### config.mk
export PLATFORM = sky130hd
export DESIGN_NAME = cr_biu_lpmd_drain
export DESIGN_NICKNAME = d
export VERILOG_FILES = /design/src/rtl/cr_biu_lpmd_drain.sv
export SDC_FILE = /design/constraint.sdc
export NUM_CORES = 1
export LEC_CHECK = 0
export ABC_AREA = 1
export BUFFER_PORTS_ARGS = -buffer_cell sky130_fd_sc_hd__buf_2
export CAP_MARGIN = 20
export CORE_MARGIN = 8
export CORE_UTILIZATION = 61
export DETAILED_ROUTE_END_ITERATION = 7
export PLACE_DENSITY_LB_ADDON = 0.3
export SYNTH_ARGS = -nofsm -noshare
export SYNTH_HDL_FRONTEND = slang
export SYNTH_SLANG_ARGS = --single-unit
### constraint.sdc
create_clock -name lpmd_sm_clk -period 3.1 [get_ports lpmd_sm_clk]
set_clock_uncertainty 0.05 [all_clocks]
set_input_delay 0.31 -clock lpmd_sm_clk [delete_from_list [all_inputs] [get_ports lpmd_sm_clk]]
set_output_delay 0.31 -clock lpmd_sm_clk [all_outputs]
set_load 0.02 [all_outputs]
### src/rtl/cr_biu_lpmd_drain.sv
// cr_biu_lpmd_drain: blocks new BIU requests on a CP0 low-power request, waits for a quiet bus window, then acks
//   lpmd_sm_clk / cpurst_b : gated state clock, async active-low reset
//   cp0_cache_lpmd_req     : level low-power request from the CP0 sequencer
//   iu_yy_xx_flush         : pipeline flush, aborts any drain
//   biu_lpmd_idle          : BIU has no outstanding traffic and an empty write buffer
//   cache_cp0_lpmd_ack     : drain complete, safe to enter low power
//   cache_biu_lpmd_block   : BIU must not grant new requests
//   lpmd_drain_busy        : drain in progress (BLOCK or QUIET)
//   lpmd_drain_timeout     : sticky flag, drain ran for 2^TO_W-1 cycles
module cr_biu_lpmd_drain #(
    parameter int QUIET_CYC = 2,
    parameter int TO_W      = 8
) (
    input  logic lpmd_sm_clk,
    input  logic cpurst_b,
    input  logic cp0_cache_lpmd_req,
    input  logic iu_yy_xx_flush,
    input  logic biu_lpmd_idle,
    output logic cache_cp0_lpmd_ack,
    output logic cache_biu_lpmd_block,
    output logic lpmd_drain_busy,
    output logic lpmd_drain_timeout
);
    typedef enum logic [1:0] {IDLE, BLOCK, QUIET, ACK} state_t;
    localparam logic [3:0] QLAST = 4'(QUIET_CYC - 1);
    state_t state, state_nxt;
    logic [3:0] qcnt, qcnt_nxt;
    logic [TO_W-1:0] tcnt, tcnt_nxt;
    logic run;
    // flush and a dropped request both collapse to IDLE with counters cleared
    assign run = cp0_cache_lpmd_req && !iu_yy_xx_flush;
    always_comb begin
        state_nxt = IDLE;
        qcnt_nxt  = '0;
        tcnt_nxt  = '0;
        if (run) begin
            case (state)
                IDLE:    state_nxt = BLOCK;
                BLOCK:   state_nxt = biu_lpmd_idle ? QUIET : BLOCK;
                QUIET: begin
                    state_nxt = !biu_lpmd_idle ? BLOCK : (qcnt == QLAST) ? ACK : QUIET;
                    qcnt_nxt  = (biu_lpmd_idle && qcnt != QLAST) ? qcnt + 4'd1 : '0;
                end
                default: state_nxt = ACK;
            endcase
            // counts BLOCK/QUIET cycles, saturates, holds through ACK
            tcnt_nxt = (state == IDLE) ? '0 : (state == ACK || &tcnt) ? tcnt : tcnt + TO_W'(1);
        end
    end
    always_ff @(posedge lpmd_sm_clk or negedge cpurst_b) begin
        if (!cpurst_b) begin
            state              <= IDLE;
            qcnt               <= '0;
            tcnt               <= '0;
            lpmd_drain_timeout <= 1'b0;
        end else begin
            state              <= state_nxt;
            qcnt               <= qcnt_nxt;
            tcnt               <= tcnt_nxt;
            lpmd_drain_timeout <= lpmd_drain_timeout | (&tcnt_nxt);
        end
    end
    // ack is gated by the live request so it falls in the same cycle req does
    assign cache_cp0_lpmd_ack   = (state == ACK) && cp0_cache_lpmd_req;
    assign cache_biu_lpmd_block = (state != IDLE);
    assign lpmd_drain_busy      = (state == BLOCK) || (state == QUIET);
endmodule

==> results.txt, run 1 <==
The run finished with clean final reports. The peak fanout along the critical path came out at 12. Post-CTS repair changed the size of 0 cells.

The post-detailed-route via-to-cell ratio came out at 5.33. Max-cap violations in this run came to 0. The warning count from the yosys run is 0. Of the post-synthesis cell area, the dominant cell type holds 38.3%. The cell leakage power is 0.000529 uW. VDD sags by at most 223 uV.

Counting I/O delays and the setup requirement, the final critical path takes 1.87 ns. The die extent in y is 56.1 um. The largest single stage delay on the critical path is 0.43 ns.

The number of cells produced by synthesis came out at 129. The fraction of power consumed by combinational cells came out at 8.2%. The internal power summed over all cells is 254 uW.

The initial core utilization is 65.1%. TritonCTS built the clock tree. The final non-filler cell total came out at 157. The floorplan die area is 3150 sq um.

The clock insertion delay at the later pin of the skew report is 0.28 ns. The area taken by multi-input logic gates is 527 sq um. The cell at the slowest stage of the critical path is sky130_fd_sc_hd__dfrtp_1.

STA classifies the critical path startpoint as a flop. The largest area contributor in the synthesized netlist is sky130_fd_sc_hd__dfrtp_1. The power density normalized to cell area is 316 nW/um^2. By instance count, the cell type seen most on the critical path is sky130_fd_sc_hd__nand2_1.

The core box area is 1510 sq um. Synthesis produced a netlist with a net count of 141. Sorting the synthesized cells by how often they occur yields sky130_fd_sc_hd__nand2_1, sky130_fd_sc_hd__inv_1, sky130_fd_sc_hd__dfrtp_1. The total area of sequential cells is 375 sq um. The wire length of the first global-routing pass came out at 3110 um. The clock edge transition at the registers on the reported setup and hold paths came out at 0.09 ns.

The global routing usage on met2 is 19.5%. Summing over every cut layer, the via total after detailed routing is 837. Data arrives at the worst endpoint at 2.05 ns. The kind of end point of the critical path is a flop. The cell count after placement is 152. The chip width is 56.1 um. Among all cell types in the netlist, the one instantiated most often is sky130_fd_sc_hd__nand2_1. After detailed placement, the total cell area comes to 1030 sq um. The cell area after layout is 1070 sq um. The net switching power is 83.3 uW. Clock tree synthesis found a total of 15 sinks. The ratio of cells with drive above 1 in the final layout is 15.6%. The remaining number of nets flagged by the antenna check after routing is 0. Yosys attributes the largest share of cell area to sky130_fd_sc_hd__dfrtp_1, sky130_fd_sc_hd__nand2_1, sky130_fd_sc_hd__ha_1. The sequential fraction of the synthesis area came out at 38.3%. The via count of the first global-routing pass is 765. The netlist area before placement came out at 981 sq um. The worst-case headroom to the max-slew limit is 77.0%. The transition time at the pin with the least slew margin is 0.345 ns. The setup path with the least slack is of type reg -> reg.

The depth of the CTS H-tree came out at 1. Walking the worst path, the cells encountered are ha_1, nand2_1, nor2_4, nand2_2, nand2_1, inv_1, nor2_1, nor2_1, nand2_1, nor2_1, nand2_1, nand2_1. The global-route met3 utilization is 2.28%. The pre-antenna-repair detailed-routing pass consisted of 4 iterations.

The standard-cell row count is 14. The sum of net half-perimeters after detailed placement came out at 1450 um. The post-synthesis cell type count came out at 22. The proportion of total power due to net switching is 24.7%.

The final wirelength came out at 1820 um. The maximum frequency from static timing analysis came out at 534 MHz. The total setup violations reported at the end of the flow came out at 0. The met1 global-route usage came out at 14.8%.

In the final routed layout, each cell accounts on average for 11.6 um. The post-route core utilization is 70.8%. The most congested layer reported by global routing is met2. The number of nets in the finished design is 154. The data required time at the worst endpoint is 3.28 ns. The top-level I/O count came out at 9. The dominant register cell in the synthesized netlist is sky130_fd_sc_hd__dfrtp_1. The largest net degree at the start of global routing came out at 16. The total of buffers placed on input and output ports is 8. The setup TNS is 0 ns. The root buffer cell chosen for the clock tree is sky130_fd_sc_hd__clkbuf_4. The final worst-path cycle share came out at 60.4%.

TritonCTS created 3 clock buffers. The sequential cell fraction of total power came out at 58.8%. After synthesis the netlist holds a flip-flop and latch count of 15. The number of pins exceeding their max-slew limit in the final report is 0. The number of synthesized flops with an enable pin came out at 0. The detailed-route DRC error count is 0. Setup repair after global routing left no endpoint under its margin. The antenna cell count came out at 0. The path class of the tightest hold or removal check is in -> reg. The proportion of synthesized flip-flops having asynchronous set or reset came out at 100%. The global-route congestion overflow total is 0. The routability congestion estimate is 0.857. The count of final hold-check violations came out at 0. The initial antenna violation count is 0. In this run the deepest clock path goes through 2 buffers. The layout filler cell count is 116. The initial detailed-routing violation count came out at 25. The clock network accounts for 33.0% of the total power.

The aggregate global-route resource usage is 12.1%. The mean instance size in the synthesized netlist is 7.60 sq um. Compared with the post-synthesis result, the final layout area differs by 8.80%.
==> cells by family (layout without fill, tap and decap cells) <==
| group | count (synthesis) | in the layout | synth area share, % |
|---|---|---|---|
| and+or+nand+nor | 74 | 74 | 36.4 |
| buffers and inverters | 19 | 31 | 8.04 |
| DFF | 15 | 15 | 38.3 |
| AOI/OAI and AO/OA | 12 | 12 | 6.63 |
| adders and majority gates | 7 | 7 | 8.93 |
| xor gates and xnor gates | 2 | 2 | 1.79 |
==> placed cells by master, fill, tap and decap left out, drive strengths merged <==
cell,Yosys,layout
a21oi,9,9
a221oi,1,1
a31oi,1,1
buf,1,8
clkbuf,0,3
clkinv,0,1
dfrtp,15,15
dlygate4sd3,0,1
ha,7,7
inv,18,18
nand2,39,39
nand3,10,10
nand3b,3,3
nand4,2,2
nor2,19,19
nor3,1,1
o21ai,1,1
xnor2,1,1
xor2,1,1
==> power by group through the flow <==
| stage | sequential (uW) | clock, uW | combinational (uW) |
|---|---|---|---|
| 3_3_place_gp | 202 | 0 | 26.6 |
| 4_1_cts | 199 | 117 | 28.3 |
| 2_1_floorplan | 202 | 0 | 16.3 |
| 3_5_place_dp | 202 | 0 | 27.3 |
| 5_1_grt | 199 | 119 | 31.1 |
| 6_report | 199 | 111 | 27.8 |
==> per-layer routing <==
metal  vias to the layer above  routed length (um)
li1                        436                   -
met1                       372                 845
met2                        25                 844
met3                         4                 106
met4                         0                  25
met5                         -                   0
==> registers in the layout, summed over array words and instances (netlist names) <==
name and count:
tcnt 8, lpmd_drain_timeout 1, state 2, qcnt 4
==> path summary, 6_finish.rpt <==
kind / start / end / slack [ns] / cells past startpoint
min in group asynchronous: cpurst_b / qcnt[2]$_DFF_PN0_ / 0.40 / 2
worst min-delay path: biu_lpmd_idle / qcnt[0]$_DFF_PN0_ / 0.28 / 3
worst max-delay path: tcnt[0]$_DFF_PN0_ / lpmd_drain_timeout$_DFF_PN0_ / 1.23 / 12
worst max register to register: tcnt[0]$_DFF_PN0_ / lpmd_drain_timeout$_DFF_PN0_ / 1.23 / 12
max in group asynchronous: cpurst_b / tcnt[2]$_DFF_PN0_ / 2.35 / 2
worst min register to register: lpmd_drain_timeout$_DFF_PN0_ / lpmd_drain_timeout$_DFF_PN0_ / 0.42 / 2
==> cell type report <==
class                           instances  area share [%]
Tap cell                               16            1.88
Clock buffer                            3            2.11
Sequential cell                        15            35.2
Timing Repair Buffer                    9            4.69
Inverter                               18            6.33
Multi-Input combinational cell         95            49.4
Clock inverter                          1           0.469
==> worst max-delay path, delay by kind of cell, from the launching register on <==
kind	cells	cell delay, ns
simple gates	10	1.02
flops	1	0.43
fa+ha+maj	1	0.23
buf+inv	1	0.09
==> through the flow <==
stage | setup slack, ns | total power (uW) | hold WS, ns
final | 1.23 | 338 | 0.276
after CTS | 1.25 | 343 | 0.262
after global placement | 1.29 | 229 | 0.183
after floorplan | 1.56 | 218 | -0.0356
after global routing | 1.04 | 349 | 0.310
after detailed placement | 1.29 | 230 | 0.190
==> timing repair <==
item,4_1_cts,5_1_grt
hold endpoints to repair,15,0
hold buffers,1,0
endpoints found under the setup margin,0,0
setup buffers,0,0
Power figures use the tool's default switching activity.
==> inputs of run 2 (changes only) <==
Settings changed: CORE_UTILIZATION 61 to 57.
Clock period 3.1 ns to 1.8 ns, I/O delays scaled along.
==> run 2 against run 1 <==
Net effect:
- clock power up 73%
- count of clock-buffer cells in the layout stayed put
- register-to-register slack lost 1.1 ns
- via count grew 3.0%
- core utilization decreased by 5.4 points
- wire length rose by 7.6%
- cell count is 1.9% higher
- critical path type unchanged
==> results.txt, run 2 (synthesis gave the netlist of run 1 again) <==
The run finished with clean final reports. The initial detailed-routing violation count was 20 (-20%). The maximum count of clock buffers along a single path came out at 2 (unchanged). The die extent in y came to 57.5 um (+2.5%). The max-cap check violation count came to 0 (unchanged). The via count of the first global-routing pass was 824 (+7.7%). The final wirelength came out at 1960 um (+7.6%). The worst hold path stage count is 3 (unchanged). The fraction of power consumed by combinational cells is 8.4% (+0.2 points). The remaining number of nets flagged by the antenna check after routing came out at 0 (unchanged).

The worst setup path is of the reg -> reg kind. The critical path data arrival time is 1.88 ns (-0.17 ns). The largest net degree at the start of global routing came out at 16 (unchanged). The number of iterations in the first detailed-routing pass came out at 4 (unchanged). The worst IR drop on VDD came out at 501 uV (+120%). The net switching power is 143 uW (+72%). The worst-case headroom to the max-slew limit came out at 77.4% (+0.36 points). The largest registers in the layout are tcnt (8), qcnt (4), state (2). Tracing the worst setup path back leads to its startpoint at tcnt[0]$_DFF_PN0_. The setup TNS is 0 ns (unchanged).

The total setup violations reported at the end of the flow is 0 (unchanged). The detailed-route DRC error count came out at 0 (unchanged). TritonCTS built the clock tree.

The aggregate global-route resource usage came out at 12.8% (+0.72 points). The maximum frequency from static timing analysis came out at 588 MHz (+10%). The data required time at the worst endpoint is 1.98 ns (-1.30 ns). The final worst-path cycle share came to 94.5% (+34 points).

The cell leakage power is 0.000557 uW (+5.2%). The chip width came to 57.5 um (+2.5%). The library cells used most frequently in the layout, excluding fill and tap cells, are sky130_fd_sc_hd__nand2_1, sky130_fd_sc_hd__inv_1, sky130_fd_sc_hd__dfrtp_1. The minimum period implied by the final worst setup slack is 1.70 ns (-0.170 ns). The initial core utilization came out at 58.7% (-6.4 points). The area added between synthesis and finish is 11.5%. The count of final hold-check violations is 0 (unchanged). The total of buffers placed on input and output ports was 8 (unchanged). The number of clock sinks came to 15 (unchanged). The antenna cell count is 0 (unchanged). The ratio of cells with drive above 1 in the final layout is 18.2% (+2.6 points). The TritonCTS buffer count came out at 3 (unchanged). The launch instance of the worst register-to-register path is tcnt[0]$_DFF_PN0_. The wire length of the first global-routing pass is 3400 um (+9.3%). The routability congestion estimate came to 0.911 (+6.2%). The count of vias placed by the detailed router is 862 (+3.0%). The number of pins exceeding their max-slew limit in the final report is 0 (unchanged).

The transition time at the pin with the least slew margin is 0.339 ns (-0.00542 ns). STA classifies the critical path startpoint as a flop. The power consumption came out at 582 uW (+72%). The standard-cell row count is 15 (+1). The depth of the CTS H-tree is 1 (unchanged). The global-route congestion overflow total is 0 (unchanged).

The worst hold path begins at biu_lpmd_idle. The library cell used most frequently in the layout, excluding fill and tap cells, is sky130_fd_sc_hd__nand2_1. The internal power summed over all cells came out at 439 uW (+73%). The sum of net half-perimeters after detailed placement is 1510 um (+4.4%). The clock network power share is 32.9% (about the same). The detail-routed net length per standard cell is 12.3 um (+5.6%). The core box area came to 1670 sq um (+11%).

The layout filler cell count was 141 (+22%). The peak fanout along the critical path was 12 (unchanged). The initial antenna violation count is 0 (unchanged). The flip-flop count of the largest register after layout is 8 (unchanged).

The sequential cell fraction of total power came out at 58.7% (about the same). STA classifies the critical path endpoint as a flop. The power density normalized to cell area was 532 nW/um^2 (+68%).

The worst hold-check path type is in -> reg. The depth of the most critical reg-to-reg path came out at 12 (unchanged). Clock tree synthesis selected as its root buffer the cell sky130_fd_sc_hd__clkbuf_4. The clock insertion delay at the later pin of the skew report came out at 0.28 ns (about the same). The floorplan die area is 3300 sq um (+5.0%). The clock edge transition at the registers on the reported setup and hold paths is 0.09 ns (about the same). The post-detailed-route via-to-cell ratio was 5.39 (+1.1%). Counting flops per register, the top entry is tcnt. The proportion of total power due to net switching came out at 24.6% (-0.074 points). The top-level I/O count is 9 (unchanged). The post-route core utilization came out at 65.5% (-5.4 points).

The number of nets in the finished design is 156 (+1.3%).
[run 2: cell count changes in the layout (fill, tap and decap cells not counted)]
cell                      delta
sky130_fd_sc_hd__buf_4       +2
sky130_fd_sc_hd__nand2_1     -1
sky130_fd_sc_hd__nand2_4     +1
sky130_fd_sc_hd__nor2_1      -1
sky130_fd_sc_hd__nor2_2      +1
[run 2: per-stage QoR]
step | hold slack [ns] | std cells | setup WS [ns] | instance area [sq um]
floorplan | -0.166 | 129 | 0.257 | 981
global placement | 0.0549 | 154 | 0.117 | 1040
detailed placement | 0.0580 | 154 | 0.0180 | 1040
CTS | 0.138 | 159 | 0.00159 | 1080
global route | 0.171 | 160 | -0.0136 | 1090
finish | 0.144 | 160 | 0.0985 | 1090
[run 2: what timing repair did]
action,4_1_cts,5_1_grt
resized for setup,0,3
hold buffers,1,0
setup endpoints to repair,0,1
setup buffers,0,1
endpoints found under the hold margin,15,0
[run 2: worst max-delay path, cell delays in order, from the launching register on]
cell and delay [ns]:
sky130_fd_sc_hd__dfrtp_1 0.44, sky130_fd_sc_hd__ha_1 0.25, sky130_fd_sc_hd__nand2_2 0.11, sky130_fd_sc_hd__nor2_4 0.05
sky130_fd_sc_hd__nand2_4 0.14, sky130_fd_sc_hd__nand2_1 0.09, sky130_fd_sc_hd__inv_1 0.08, sky130_fd_sc_hd__nor2_1 0.04
sky130_fd_sc_hd__nor2_1 0.14, sky130_fd_sc_hd__nand2_1 0.07, sky130_fd_sc_hd__nor2_1 0.09, sky130_fd_sc_hd__nand2_1 0.06
sky130_fd_sc_hd__nand2_1 0.05
[run 2: worst paths after layout]
path	endpoint	slack, ns
min in group asynchronous	qcnt[2]$_DFF_PN0_	0.27
worst min register to register	lpmd_drain_timeout$_DFF_PN0_	0.43
worst min-delay path	qcnt[0]$_DFF_PN0_	0.14
worst max-delay path	lpmd_drain_timeout$_DFF_PN0_	0.1
worst max register to register	lpmd_drain_timeout$_DFF_PN0_	0.1
max in group asynchronous	tcnt[1]$_DFF_PN0_	1.17
[run 2: area by class of cell]
class	instances	area (sq um)	area share, %
multi-input cells	95	537	49.1
inverters	18	67.6	6.18
clock inverters	1	5.00	0.458
clock buffers	3	22.5	2.06
repair buffers	11	65.1	5.95
well taps	17	21.3	1.95
flip-flops and latches	15	375	34.3
[run 2: power groups by stage]
| stage | Sequential (uW) | Combinational [uW] | Clock (uW) |
|---|---|---|---|
| after floorplan | 348 | 28.1 | 0 |
| after detailed placement | 348 | 47.0 | 0 |
| final | 342 | 48.7 | 192 |
| after global routing | 342 | 55.4 | 208 |
| after global placement | 348 | 45.7 | 0 |
| after CTS | 342 | 48.7 | 199 |
[run 2: routing by layer]
metal  vias up  GRT usage [%]  wire length [um]
met5         -              0                 0
met2        19           20.9               940
met1       401           15.8               928
met3         2           2.47                77
met4         0           5.71                14
li1        440              -                 -
==> inputs of run 3 (changes only) <==
Clock period 1.8 ns to 1.95 ns, I/O delays scaled along.
==> run 3 against run 2 <==
Net effect:
- core utilization decreased by 0.75 points
- cell count decreased by 0.63%
- setup slack improved by 0.11 ns
- critical endpoint unchanged
- largest power group unchanged
- highest routed layer unchanged
==> results.txt, run 3 (synthesis gave the netlist of run 1 again) <==
In the layout the commonest cells are sky130_fd_sc_hd__nand2_1, sky130_fd_sc_hd__inv_1, sky130_fd_sc_hd__dfrtp_1. The detailed-route DRC error count is 0 (unchanged). The initial core utilization came out at 58.7% (unchanged). The worst setup path is of the reg -> reg kind. The run finished with clean final reports. The number of clock sinks came out at 15 (unchanged). The worst setup path is captured at a flop.

The TritonCTS buffer count was 3 (unchanged). The number of iterations in the first detailed-routing pass is 4 (unchanged). The number of pins exceeding their max-slew limit in the final report is 0 (unchanged). The core box area came to 1670 sq um (unchanged). The max-cap check violation count is 0 (unchanged). The largest net degree at the start of global routing came to 16 (unchanged). The clock edge transition at the registers on the reported setup and hold paths came to 0.09 ns (about the same). The detail-routed net length per standard cell is 12.2 um (-0.71%). The fraction of power consumed by combinational cells came out at 8.1% (-0.3 points). The die extent in y came out at 57.5 um (unchanged). The aggregate global-route resource usage is 13.0% (+0.24 points). The count of final hold-check violations came out at 0 (unchanged). The buffer and inverter count on the worst path was 1 (unchanged). The depth of the CTS H-tree came to 1 (unchanged).

The total setup violations reported at the end of the flow was 0 (unchanged). The worst hold path begins at biu_lpmd_idle. TritonCTS built the clock tree. The most common cell after layout, fill and taps aside is sky130_fd_sc_hd__nand2_1. The total of buffers placed on input and output ports is 8 (unchanged). The number of nets in the finished design came out at 155 (-0.64%). The number of buffers added for setup after CTS came to 0 (unchanged). The tree is rooted in a sky130_fd_sc_hd__clkbuf_4.

Setup repair after global routing left no endpoint under its margin. The most prevalent standard cell on the critical path is sky130_fd_sc_hd__nand2_1. The flip-flop count of the largest register after layout is 8 (unchanged). The final wirelength was 1930 um (-1.3%). The post-detailed-route via-to-cell ratio is 5.32 (-1.2%). Traced cell by cell, the critical path runs through ha_1, inv_2, nand2_1, nor2_1, nand3b_1, nand3_1, nand3_1, nor2_2, nand2_1, nand2_1. The routability congestion estimate is 0.868 (-4.7%). The chip width is 57.5 um (unchanged).

The worst hold path stage count is 3 (unchanged). The initial antenna violation count came out at 0 (unchanged). The top-level I/O count is 9 (unchanged). The setup TNS came to 0 ns (unchanged).

The power density normalized to cell area is 497 nW/um^2 (-6.7%). The remaining number of nets flagged by the antenna check after routing came out at 0 (unchanged). The sum of net half-perimeters after detailed placement came to 1470 um (-2.6%). The peak fanout along the critical path came to 5 (-7). The path with the worst hold slack has its endpoint at qcnt[0]$_DFF_PN0_.

The ratio of cells with drive above 1 in the final layout was 16.2% (-2.0 points). The depth of the most critical reg-to-reg path came out at 10 (-2). The min-delay analysis places its worst path in the category in -> reg.

The standard-cell row count was 15 (unchanged). The final worst-path cycle share came out at 89.4% (-5.2 points). The worst IR drop on VDD came out at 362 uV (-28%). The critical path data arrival time is 1.92 ns (+0.04 ns). The internal power summed over all cells came out at 405 uW (-7.9%). The via count of the first global-routing pass is 820 (-0.49%). The minimum period implied by the final worst setup slack was 1.74 ns (+0.0411 ns).

The maximum count of clock buffers along a single path came to 2 (unchanged). The largest stage delay on the critical path was 0.41 ns (-0.03 ns). The worst register-to-register path ends at lpmd_drain_timeout$_DFF_PN0_. The initial detailed-routing violation count came out at 24 (+20%).

The worst-case register-to-register setup slack came to 0.21 ns (+0.11 ns). The proportion of total power due to net switching came to 24.6% (+0.042 points). In this run the critical register-to-register path is launched from state[0]$_DFF_PN0_.

Counting flops per register, the top entry is tcnt. The cell leakage power came out at 0.000549 uW (-1.4%). The area added between synthesis and finish is 10.2%. The net switching power came out at 132 uW (-7.6%). The global-route congestion overflow total is 0 (unchanged). The power consumption came to 537 uW (-7.8%). The clock insertion delay at the later pin of the skew report is 0.28 ns (about the same). The floorplan die area came to 3300 sq um (unchanged).

The antenna cell count was 0 (unchanged). The wire length of the first global-routing pass is 3480 um (+2.4%). The data required time at the worst endpoint came out at 2.12 ns (+0.14 ns). The slowest stage of the critical path is the sky130_fd_sc_hd__dfrtp_1 cell.

The clock network power share is 33.1% (+0.2 points). The sequential cell fraction of total power is 58.8% (about the same). The kind of cell adding the most delay to the critical path is simple AND/OR/NAND/NOR gates. The transition time at the pin with the least slew margin came out at 0.337 ns (-0.00251 ns). The count of vias placed by the detailed router is 846 (-1.9%). The worst-case headroom to the max-slew limit was 77.6% (+0.17 points). The largest registers in the layout are tcnt (8), qcnt (4), state (2).

The maximum frequency from static timing analysis is 574 MHz (-2.4%). STA classifies the critical path startpoint as a flop.
==> run 3: cell types whose count changed in the layout (fill, tap and decap cells not counted), sizes merged <==
| cell | change |
|---|---|
| buf | -1 |
==> run 3: area by class of cell <==
class / instances / area (sq um)
timing repair buffer: 10 / 57.6
fill: 149 / 589
clock buffer: 3 / 22.5
sequential: 15 / 375
inverter: 18 / 67.6
tap: 17 / 21.3
multi-input combinational: 95 / 532
clock inverter: 1 / 5.00
==> run 3: repair_timing <==
action,4_1_cts,5_1_grt
hold buffers,1,0
resized for setup,0,1
endpoints found under the hold margin,15,0
setup endpoints to repair,0,1
==> run 3: worst max-delay path by stage <==
stage,startpoint,to,depth (start not counted)
detailed placement,tcnt[0]$_DFF_PN0_,lpmd_drain_timeout$_DFF_PN0_,12
global placement,tcnt[0]$_DFF_PN0_,lpmd_drain_timeout$_DFF_PN0_,12
floorplan,state[0]$_DFF_PN0_,lpmd_drain_timeout$_DFF_PN0_,11
global route,state[0]$_DFF_PN0_,lpmd_drain_timeout$_DFF_PN0_,10
CTS,tcnt[0]$_DFF_PN0_,lpmd_drain_timeout$_DFF_PN0_,12
finish,state[0]$_DFF_PN0_,lpmd_drain_timeout$_DFF_PN0_,10
==> run 3: power groups by stage <==
stage / sequential [uW] / clock, uW / combinational (uW)
2_1_floorplan: 321 / 0 / 26.0
3_3_place_gp: 321 / 0 / 42.4
3_5_place_dp: 322 / 0 / 43.0
4_1_cts: 316 / 185 / 44.7
5_1_grt: 316 / 190 / 49.7
6_report: 316 / 178 / 43.7
==> run 3: stage by stage <==
| stage | worst slack, ns | area [sq um] | utilization (%) | hold slack (ns) | instances |
|---|---|---|---|---|---|
| after global routing | 0.0289 | 1080 | 64.7 | 0.178 | 159 |
| after CTS | 0.153 | 1080 | 64.4 | 0.152 | 159 |
| after floorplan | 0.407 | 981 | - | -0.151 | 129 |
| after detailed placement | 0.174 | 1040 | 62.2 | 0.0719 | 154 |
| final | 0.207 | 1080 | 64.7 | 0.166 | 159 |
| after global placement | 0.269 | 1040 | 62.2 | 0.0719 | 154 |
==> run 3: worst min-delay path: stages <==
cell and delay, ns:
sky130_fd_sc_hd__buf_2 0.12, sky130_fd_sc_hd__nand2_1 0.09, sky130_fd_sc_hd__nor3_1 0.06
==> run 3: layer usage <==
layer	part of all wire [%]	global-route usage [%]
met3	3.4	3.14
met5	0	0
met1	46	15.8
met2	48	19.5
met4	1.9	9.64
